[config.mk]
export PLATFORM = sky130hd
export DESIGN_NAME = multicycle_controller
export DESIGN_NICKNAME = d
export VERILOG_FILES = /design/src/rtl/multicycle_controller.sv
export SDC_FILE = /design/constraint.sdc
export NUM_CORES = 1
export LEC_CHECK = 0
export CORE_MARGIN = 4
export CORE_UTILIZATION = 48
export CTS_CLUSTER_DIAMETER = 30
export DETAILED_ROUTE_END_ITERATION = 12
export PLACE_DENSITY = 0.84
export SYNTH_ARGS = -nofsm -noshare
export SYNTH_HDL_FRONTEND = slang
export SYNTH_SLANG_ARGS = --single-unit
[constraint.sdc]
create_clock -name clk -period 2.4 [get_ports clk]
set_clock_uncertainty 0.1 [all_clocks]
set_input_delay 0.24 -clock clk [delete_from_list [all_inputs] [get_ports clk]]
set_output_delay 0.24 -clock clk [all_outputs]
set_load 0.02 [all_outputs]
[src/rtl/multicycle_controller.sv]
// Multi-cycle sequencing FSM for the RV32I-subset datapath: per-state enables,
// a data-memory handshake with timeout, a debug halt, and a retired-instruction counter.
module multicycle_controller #(
  parameter int MEM_TIMEOUT = 16,
  parameter int CNT_W       = 32
) (
  input  logic             clk,
  input  logic             reset,
  input  logic [6:0]       opcode,
  input  logic             zero,
  input  logic             mem_ready,
  input  logic             halt_req,
  output logic             pc_write,
  output logic             pc_src,
  output logic             ir_write,
  output logic             reg_write,
  output logic             mem_read,
  output logic             mem_write,
  output logic             alu_src,
  output logic             mem_to_reg,
  output logic [1:0]       alu_op,
  output logic             illegal_instr,
  output logic             bus_error,
  output logic             halted,
  output logic [CNT_W-1:0] retired_count,
  output logic [2:0]       state_dbg
);

  localparam logic [2:0] S_FETCH  = 3'd0;
  localparam logic [2:0] S_DECODE = 3'd1;
  localparam logic [2:0] S_EXEC   = 3'd2;
  localparam logic [2:0] S_MEM    = 3'd3;
  localparam logic [2:0] S_WB     = 3'd4;
  localparam logic [2:0] S_HALT   = 3'd5;

  localparam logic [2:0] C_R       = 3'd0;
  localparam logic [2:0] C_I       = 3'd1;
  localparam logic [2:0] C_LOAD    = 3'd2;
  localparam logic [2:0] C_STORE   = 3'd3;
  localparam logic [2:0] C_BRANCH  = 3'd4;
  localparam logic [2:0] C_ILLEGAL = 3'd5;

  localparam int              WAIT_W    = (MEM_TIMEOUT > 1) ? $clog2(MEM_TIMEOUT) : 1;
  localparam logic [WAIT_W-1:0] WAIT_LAST = WAIT_W'(MEM_TIMEOUT - 1);

  function automatic logic [2:0] decode_class(input logic [6:0] op);
    case (op)
      7'b0110011: decode_class = C_R;
      7'b0010011: decode_class = C_I;
      7'b0000011: decode_class = C_LOAD;
      7'b0100011: decode_class = C_STORE;
      7'b1100011: decode_class = C_BRANCH;
      default:    decode_class = C_ILLEGAL;
    endcase
  endfunction

  logic [2:0]        r_state;
  logic [2:0]        r_class;
  logic [WAIT_W-1:0] r_wait_cnt;
  logic [CNT_W-1:0]  r_count;

  logic [2:0] w_dec_class;
  logic [2:0] w_next_state;
  logic       w_retire;
  logic       w_pc_write;
  logic       w_pc_src;
  logic       w_ir_write;
  logic       w_reg_write;
  logic       w_mem_read;
  logic       w_mem_write;
  logic       w_alu_src;
  logic       w_mem_to_reg;
  logic [1:0] w_alu_op;
  logic       w_illegal;
  logic       w_bus_error;
  logic       w_halted;

  // opcode is only trusted from DECODE on, so DECODE looks at it directly
  assign w_dec_class = decode_class(opcode);

  always_comb begin
    w_next_state = S_FETCH;
    w_retire     = 1'b0;
    w_pc_write   = 1'b0;
    w_pc_src     = 1'b0;
    w_ir_write   = 1'b0;
    w_reg_write  = 1'b0;
    w_mem_read   = 1'b0;
    w_mem_write  = 1'b0;
    w_alu_src    = 1'b0;
    w_mem_to_reg = 1'b0;
    w_alu_op     = 2'b00;
    w_illegal    = 1'b0;
    w_bus_error  = 1'b0;
    w_halted     = 1'b0;
    case (r_state)
      S_FETCH: begin
        if (halt_req) begin
          w_next_state = S_HALT;
        end else begin
          w_ir_write   = 1'b1;
          w_next_state = S_DECODE;
        end
      end
      S_DECODE: begin
        if (w_dec_class == C_ILLEGAL) begin
          w_illegal    = 1'b1;
          w_pc_write   = 1'b1;
          w_next_state = S_FETCH;
        end else begin
          w_next_state = S_EXEC;
        end
      end
      S_EXEC: begin
        case (r_class)
          C_R: begin
            w_alu_op     = 2'b10;
            w_next_state = S_WB;
          end
          C_I: begin
            w_alu_op     = 2'b11;
            w_alu_src    = 1'b1;
            w_next_state = S_WB;
          end
          C_LOAD, C_STORE: begin
            w_alu_op     = 2'b00;
            w_alu_src    = 1'b1;
            w_next_state = S_MEM;
          end
          C_BRANCH: begin
            w_alu_op     = 2'b01;
            w_pc_write   = 1'b1;
            w_pc_src     = zero;
            w_retire     = 1'b1;
            w_next_state = S_FETCH;
          end
          default: w_next_state = S_FETCH;
        endcase
      end
      S_MEM: begin
        w_alu_src   = 1'b1;
        w_mem_read  = (r_class == C_LOAD);
        w_mem_write = (r_class == C_STORE);
        // a completion in the final allowed cycle beats the timeout
        if (mem_ready) begin
          if (r_class == C_LOAD) begin
            w_next_state = S_WB;
          end else begin
            w_pc_write   = 1'b1;
            w_retire     = 1'b1;
            w_next_state = S_FETCH;
          end
        end else if (r_wait_cnt == WAIT_LAST) begin
          w_bus_error  = 1'b1;
          w_pc_write   = 1'b1;
          w_next_state = S_FETCH;
        end else begin
          w_next_state = S_MEM;
        end
      end
      S_WB: begin
        w_reg_write  = 1'b1;
        w_mem_to_reg = (r_class == C_LOAD);
        w_pc_write   = 1'b1;
        w_retire     = 1'b1;
        w_next_state = S_FETCH;
      end
      S_HALT: begin
        w_halted     = 1'b1;
        w_next_state = halt_req ? S_HALT : S_FETCH;
      end
      default: w_next_state = S_FETCH;
    endcase
  end

  always_ff @(posedge clk) begin
    if (reset) begin
      r_state    <= S_FETCH;
      r_class    <= C_ILLEGAL;
      r_wait_cnt <= '0;
      r_count    <= '0;
    end else begin
      r_state <= w_next_state;
      if (r_state == S_DECODE) begin
        r_class <= w_dec_class;
      end
      // staying in MEM implies mem_ready was low; any other path clears for the next entry
      if ((r_state == S_MEM) && (w_next_state == S_MEM)) begin
        r_wait_cnt <= r_wait_cnt + 1'b1;
      end else begin
        r_wait_cnt <= '0;
      end
      if (w_retire) begin
        r_count <= r_count + 1'b1;
      end
    end
  end

  // every output reads as zero for as long as reset is held
  always_comb begin
    pc_write      = 1'b0;
    pc_src        = 1'b0;
    ir_write      = 1'b0;
    reg_write     = 1'b0;
    mem_read      = 1'b0;
    mem_write     = 1'b0;
    alu_src       = 1'b0;
    mem_to_reg    = 1'b0;
    alu_op        = 2'b00;
    illegal_instr = 1'b0;
    bus_error     = 1'b0;
    halted        = 1'b0;
    retired_count = '0;
    state_dbg     = 3'd0;
    if (!reset) begin
      pc_write      = w_pc_write;
      pc_src        = w_pc_src;
      ir_write      = w_ir_write;
      reg_write     = w_reg_write;
      mem_read      = w_mem_read;
      mem_write     = w_mem_write;
      alu_src       = w_alu_src;
      mem_to_reg    = w_mem_to_reg;
      alu_op        = w_alu_op;
      illegal_instr = w_illegal;
      bus_error     = w_bus_error;
      halted        = w_halted;
      retired_count = r_count;
      state_dbg     = r_state;
    end
  end

endmodule

==> qor.yml, run 1 <==
crit_chain: "buf_4 > nor3b_1 > and2_1 > clkdlybuf4s50_1"
rows: 25
finalPower_mw: 1.43
routedWlPerCell_um: 12.7
drive_gt1_share_pct: 9.90
cp_data_required_time_ps: 2060
yosys.area.top_type: "sky130_fd_sc_hd__dfxtp_1"
worst_r2r_path_depth: 7
timing.reg2reg.setup_slack_ps: 160
number_of_antenna_violations_at_the_first_check_in_global_routing: 0
grtUsageTotal_pct: 19.7
irDropWorstVdd_uv: 311
cp_max_fo: 6
mappedNetlistArea_um2: 2400
finalHoldViolations: 0
dp_cells: 443
maximum_number_of_pins_on_one_net_before_global_route_repair: 31
area_share_of_the_largest_cell_type_after_synthesis_pct: 35.0
crit_path_start: "r_class[1]"
synthCells: 316
multiInputGateArea_um2: 1450
cts_tree: "yes"
post_synth.cell_area_avg_um2: 7.59
grt_setup_unrepaired: "false"
timing.fmax_mhz: 439
finalCriticalPeriod_ps: 2280
coreArea_um2: 4790
instances_no_fill: 451
library_cells_used_by_synthesis: 38
antenna-diode-count: 0
clock_tree.buffer_depth: 2
crit_arrival_ps: 1940
detailed_place_hpwl_mm: 4.34
grt_pass1_vias: 2393
final.hold.worst_slack_ps: 325
setup-tns-final_ps: 0
clock-root-buffer: "sky130_fd_sc_hd__clkbuf_8"
drt-total-wl_mm: 5.74
synth-edff-count: 0
worst_slew_margin_rel_pct: 72.6
clk_pin_slew_worst_paths_ps: 80
die_w_um: 78.7
setup_viol: 0
ys.warnings.count: 0
place_congestion: 0.905
clock_latency_late_sink_ps: 290
sequential_cell_area_um2: 843
hold_bufs_at_cts: 0
drt.antenna.violating_nets: 0
detailedRoute.firstIterationViolations: 107
io_buffer_count: 59
detail_route.drc_violations: 0
worst_slew_pin_slew_ps: 407
ys_top_cells_by_area: "sky130_fd_sc_hd__dfxtp_1 (35%), sky130_fd_sc_hd__nor2b_1 (8.1%), sky130_fd_sc_hd__nor2_1 (7.5%), sky130_fd_sc_hd__xor2_1 (5.5%), sky130_fd_sc_hd__o21ai_0 (4.8%)"
r2r_start: "r_state[1]"
dieArea_um2: 6190
numClockSinks: 42
area_growth_syn_to_fin_pct: 35.6
slew_viol_final: 0
io_pins: 60
fillerInstances: 422
powerDensity_nw_per_um2: 440
async_reset_ff_share_pct: 0
wire_length_of_the_first_global_routing_pass_mm: 10.2
timing.critical_path.to: "mem_to_reg"
critPathKind: "reg2out"
holdPathStages: 3
run_status: "finished, final reports clean"
final_net_count: 397
worst_path_max_delay_cell: "sky130_fd_sc_hd__clkdlybuf4s50_1"
hp-class: "in2reg"
p_leak_nw: 1.18
worst_setup_path_start_kind: "register"
initial_utilization_pct: 50.1
chipHeight_um: 78.7
critical_path.endpoint_type: "primary output"
max_cap_violations: 0
worst_path_largest_cell_delay_ps: 590
routed_via_density: 5.40
postSynthNetCount: 330
drtPass1Iterations: 4
globalRouteOverflowTotal: 0
synth_sequential_area_ratio_pct: 35.0
ys_seq_elements: 42
vias: 2435
worstReg2RegEnd: "r_count[25]"
post_route_fraction_of_the_period_consumed_by_the_critical_path_pct: 94.8
h-tree-depth: 2
synth-main-ff-cell: "sky130_fd_sc_hd__dfxtp_1"
clock_buffers_created_by_tritoncts: 5
kinds of logic after synthesis:
group / after synthesis / share of synthesized area, %
simple gates: 169 / 37.4
compound gates: 54 / 14.0
flops: 42 / 35.0
buf+inv: 28 / 4.59
xor+xnor: 19 / 6.93
mux: 2 / 0.938
fa+ha+maj: 2 / 1.04
cell usage in the layout, fill, tap and decap left out, drive strengths merged:
cell type / netlist / final
or3: 10 / 10
clkdlybuf4s50: 0 / 57
nor2b: 31 / 31
inv: 9 / 9
nor4: 2 / 2
mux2: 2 / 2
ha: 2 / 2
clkinvlp: 0 / 1
and3: 6 / 6
nor3b: 1 / 1
and2: 3 / 3
nand3b: 4 / 4
nor4b: 1 / 1
a21oi: 13 / 13
and4: 3 / 3
nand2: 20 / 20
nand4: 5 / 5
o21ai: 24 / 24
bufinv: 0 / 1
a2bb2oi: 1 / 1
o2111ai: 7 / 7
buf: 3 / 21
nand4b: 1 / 1
xnor2: 4 / 4
nand3: 13 / 13
nor3: 8 / 8
nor2: 48 / 48
clkbuf: 16 / 7
o211ai: 4 / 4
xor2: 15 / 15
a221oi: 2 / 2
nand2b: 4 / 4
or4: 6 / 6
or2: 3 / 3
o2bb2ai: 1 / 1
a311oi: 1 / 1
dfxtp: 42 / 42
o211a: 1 / 1
cell usage after synthesis (2+ instances only):
cell                         n
sky130_fd_sc_hd__o21ai_0    23
sky130_fd_sc_hd__nand4_1     5
sky130_fd_sc_hd__xor2_1     15
sky130_fd_sc_hd__or2_2       3
sky130_fd_sc_hd__and2_1      3
sky130_fd_sc_hd__ha_1        2
sky130_fd_sc_hd__nor3_1      7
sky130_fd_sc_hd__nor2b_1    31
sky130_fd_sc_hd__or3_1      10
sky130_fd_sc_hd__clkbuf_1   15
sky130_fd_sc_hd__nand2b_1    4
sky130_fd_sc_hd__nand3b_1    4
sky130_fd_sc_hd__a221oi_1    2
sky130_fd_sc_hd__a21oi_1    13
sky130_fd_sc_hd__nor4_1      2
sky130_fd_sc_hd__nand2_1    20
sky130_fd_sc_hd__o211ai_1    4
sky130_fd_sc_hd__inv_1       9
sky130_fd_sc_hd__or4_1       6
sky130_fd_sc_hd__o2111ai_1   7
sky130_fd_sc_hd__and3_1      6
sky130_fd_sc_hd__nand3_1    13
sky130_fd_sc_hd__dfxtp_1    42
sky130_fd_sc_hd__buf_2       3
sky130_fd_sc_hd__xnor2_1     4
sky130_fd_sc_hd__and4_1      3
sky130_fd_sc_hd__nor2_1     48
sky130_fd_sc_hd__mux2_1      2
state kept, by name, summed over array words and instances, names as in the netlist:
register    cells
r_state         3
r_wait_cnt      4
r_count        32
r_class         3
stage by stage:
step | area, um2 | setup WS [ps] | util, %
6_report | 3250 | 125 | 68.0
5_1_grt | 3250 | 6.77 | 68.0
4_1_cts | 3250 | 22.5 | 68.0
3_5_place_dp | 3140 | -81.0 | 65.7
3_3_place_gp | 3140 | -78.6 | 65.7
2_1_floorplan | 2400 | 262 | -
power breakdown:
group	internal, mW	switching [mW]	total (mW)	leakage (nW)
logic	0.0740	0.0895	0.164	0.793
clock network	0.310	0.239	0.549	0.0514
registers	0.705	0.0143	0.719	0.340
total	1.09	0.343	1.43	1.18
what timing repair did:
action,4_1_cts,5_1_grt
setup endpoints to repair,2,3
setup buffers,0,0
gates resized for setup,2,5
pin swaps,0,0
layout make-up:
type	instances	area share, %
Tap cell	67	2.58
Clock inverter	2	1.15
Timing Repair Buffer	79	22.5
Inverter	9	1.04
Sequential cell	42	25.9
Multi-Input combinational cell	246	44.6
Clock buffer	6	2.23
worst min-delay path by stage:
stage,start,end,slack [ps]
floorplan,opcode[6],r_class[2],300
global placement,r_wait_cnt[0],r_wait_cnt[0],330
detailed placement,r_wait_cnt[0],r_wait_cnt[0],340
CTS,reset,r_count[5],320
global route,reset,r_count[17],350
finish,reset,r_count[5],320
worst max-delay path: cells and delay by family, from the launching register on:
family | cells | cell delay (ps)
AND/OR/NAND/NOR | 2 | 570
buffers and inverters | 2 | 730
flip-flops | 1 | 350
layer usage:
| layer | GRT usage [%] | part of all wire (%) |
|---|---|---|
| met4 | 7.69 | 0.89 |
| met1 | 23.9 | 44 |
| met2 | 34.5 | 50 |
| met3 | 3.63 | 5.7 |
| met5 | 0 | 0 |
No activity file was read; power rests on OpenSTA's default activity.
==> inputs of run 2 (changes only) <==
ABC_AREA = 1   (was not set)
PLACE_DENSITY = 0.83   (was 0.84)
SLEW_MARGIN = 0   (was not set)
==> run 2 against run 1 <==
- worst hold slack worse by 40 ps
- maximum frequency up 2.1%
- worst setup slack better by 46 ps
- total power down 5.6%
- sequential share of layout area down 0.85 points
- first-iteration DRC count up 48%
- critical path depth up 4
- combinational power down 9.8%
- count of clock-buffer cells in the layout unchanged
- clock power down 11%
- global-route usage up 1.3 points
- routed wire length up 11%
- largest power group unchanged
- highest routed layer unchanged
==> qor.yml, run 2 <==
coreArea_um2: 5200
power.switching_fraction_pct: 26.6
ys.warnings.count: 0
cp_max_fo: 6
power.combinational.fraction_pct: 11.0
synth_most_common_cell: "sky130_fd_sc_hd__nor2_1"
chipHeight_um: 81.9
crit_arrival_ps: 1890
cell_internal_power_dissipation_mw: 0.992
library_cells_used_by_synthesis: 32
place_congestion: 0.867
io_buffer_count: 59
mappedNetlistArea_um2: 2620
slew_viol_final: 0
detailed_place_hpwl_mm: 4.85
drt-total-wl_mm: 6.37
clock_buffers_created_by_tritoncts: 5
number_of_antenna_violations_at_the_first_check_in_global_routing: 0
grt_setup_unrepaired: "false"
clock_tree.buffer_depth: 2
maximum_number_of_pins_on_one_net_before_global_route_repair: 42
clockPowerShare_pct: 36.0
register_name_with_the_most_flops: "r_count"
routed_via_density: 5.04
setup-tns-final_ps: 0
synth-edff-count: 0
area_growth_syn_to_fin_pct: 28.0
hp-class: "in2reg"
fillerInstances: 488
post_synth.cell_area_avg_um2: 6.12
p_leak_nw: 1.35
final_net_count: 499
h-tree-depth: 2
finalHoldViolations: 0
detail_route.drc_violations: 0
synth_sequential_area_ratio_pct: 32.1
grt_pass1_vias: 2663
rows: 26
final_cell_mix: "sky130_fd_sc_hd__nor2_1 (87), sky130_fd_sc_hd__nand2_1 (84), sky130_fd_sc_hd__inv_1 (66)"
globalRouteOverflowTotal: 0
ys_seq_elements: 42
grtUsageTotal_pct: 21.0
worst_setup_path_start_kind: "register"
powerDensity_nw_per_um2: 403
dp_cells: 548
hold_bufs_at_cts: 0
finalCriticalPeriod_ps: 2230
numClockSinks: 42
worst_slew_margin_rel_pct: 72.0
antenna-diode-count: 0
ys_top_cells_by_area: "sky130_fd_sc_hd__dfxtp_1 (32%), sky130_fd_sc_hd__nor2_1 (12%), sky130_fd_sc_hd__nand2_1 (12%), sky130_fd_sc_hd__inv_1 (9.5%), sky130_fd_sc_hd__nand3_1 (6.3%)"
area_share_of_the_largest_cell_type_after_synthesis_pct: 32.1
run_status: "finished, final reports clean"
instances_no_fill: 556
post_route_fraction_of_the_period_consumed_by_the_critical_path_pct: 92.9
die_w_um: 81.9
vias: 2805
synthCells: 428
drtPass1Iterations: 4
max_cap_violations: 0
synth_top_cells_by_count: "sky130_fd_sc_hd__nor2_1 (87), sky130_fd_sc_hd__nand2_1 (84), sky130_fd_sc_hd__inv_1 (66)"
synth-main-ff-cell: "sky130_fd_sc_hd__dfxtp_1"
yosys.area.top_type: "sky130_fd_sc_hd__dfxtp_1"
cp_data_required_time_ps: 2060
mostFrequentLayoutCell: "sky130_fd_sc_hd__nor2_1"
power.net_switching_mw: 0.359
dieArea_um2: 6700
clk_pin_slew_worst_paths_ps: 80
timing.fmax_mhz: 449
cts_tree: "yes"
critPathKind: "reg2out"
routedWlPerCell_um: 11.5
power.share.sequential_pct: 53.1
ctsResizeCount: 0
irDropWorstVdd_uv: 221
finalCoreUtilization_pct: 64.4
setup_viol: 0
async_reset_ff_share_pct: 0
io_pins: 60
largest_register_ff_count: 32
post_cts_buffers: 0
wire_length_of_the_first_global_routing_pass_mm: 11.3
drive_gt1_share_pct: 6.38
clock-root-buffer: "sky130_fd_sc_hd__clkbuf_8"
postSynthNetCount: 442
detailedRoute.firstIterationViolations: 158
layout_top_registers: "r_count: 32 flops, r_wait_cnt: 4 flops"
worst_slew_pin_slew_ps: 420
critical_path.endpoint_type: "primary output"
clock_latency_late_sink_ps: 300
initial_utilization_pct: 50.3
drt.antenna.violating_nets: 0
## run 2: cell count changes in the layout (fill, tap and decap cells not counted), sizes merged, moves of 7 or more
cell / change
a21oi: +12
buf: -16
inv: +59
nand2: +67
nand3: +25
nor2: +44
nor2b: -31
nor3: +8
o2111ai: -7
or3: -10
xor2: -9
## run 2: routing by layer
metal	vias up	part of all wire [%]	GRT usage (%)
met1	1247	45	25.5
met2	81	48	37.5
li1	1464	-	-
met5	-	0	0
met4	0	1.6	6.31
met3	13	5.3	3.84
## run 2: layout make-up
type	instances	area [um2]	area share (%)
Multi-Input combinational cell	304	1450	43.1
Inverter	69	259	7.72
Timing Repair Buffer	63	626	18.7
Clock buffer	6	82.6	2.46
Clock inverter	2	12.5	0.373
Tap cell	70	87.6	2.61
Sequential cell	42	841	25.1
## run 2: worst paths after layout
| kind | start | to | slack [ps] | cells after the start |
|---|---|---|---|---|
| max | r_state[2] | pc_src | 170 | 8 |
| min | reset | r_state[2] | 290 | 2 |
| max reg2reg | r_state[2] | r_count[0] | 510 | 9 |
| min reg2reg | r_wait_cnt[0] | r_wait_cnt[0] | 360 | 1 |
## run 2: logic make-up after synthesis
kind of cell	after synthesis	share of synthesized area, %
buffers and inverters	82	12.8
flip-flops	42	32.1
XOR/XNOR	6	2.01
adder cells (fa/ha/maj)	2	0.955
AND/OR/NAND/NOR	243	41.6
AO/OA/AOI/OAI	53	10.6
## run 2: power groups by stage
stage | combinational (mW) | sequential (mW) | clock [mW]
final | 0.148 | 0.717 | 0.486
after global routing | 0.164 | 0.719 | 0.532
after CTS | 0.149 | 0.717 | 0.494
after detailed placement | 0.148 | 0.733 | 0
after global placement | 0.146 | 0.733 | 0
after floorplan | 0.0999 | 0.731 | 0
## run 2: metrics by stage
stage	area [um2]	worst slack, ps	hold slack [ps]	total power [mW]
3_3_place_gp	3250	243	331	0.879
2_1_floorplan	2620	685	315	0.831
6_report	3350	171	285	1.35
5_1_grt	3350	36.3	300	1.42
4_1_cts	3340	9.36	266	1.36
3_5_place_dp	3250	184	346	0.882
## run 2: critical path, cell delays in order, from the launching register on
cell                              delay [ps]
sky130_fd_sc_hd__dfxtp_1                 370
sky130_fd_sc_hd__inv_2                   130
sky130_fd_sc_hd__nand2_2                  80
sky130_fd_sc_hd__nor2_4                  130
sky130_fd_sc_hd__nand2_4                  80
sky130_fd_sc_hd__inv_1                    60
sky130_fd_sc_hd__nand2_1                  40
sky130_fd_sc_hd__nor2_1                   90
sky130_fd_sc_hd__clkdlybuf4s50_1         610
==> inputs of run 3 (changes only) <==
HOLD_SLACK_MARGIN = 0.03   (was not set)
==> results of run 3 <==
Same layout as run 2: the final DEF is identical, and so are final timing and power.
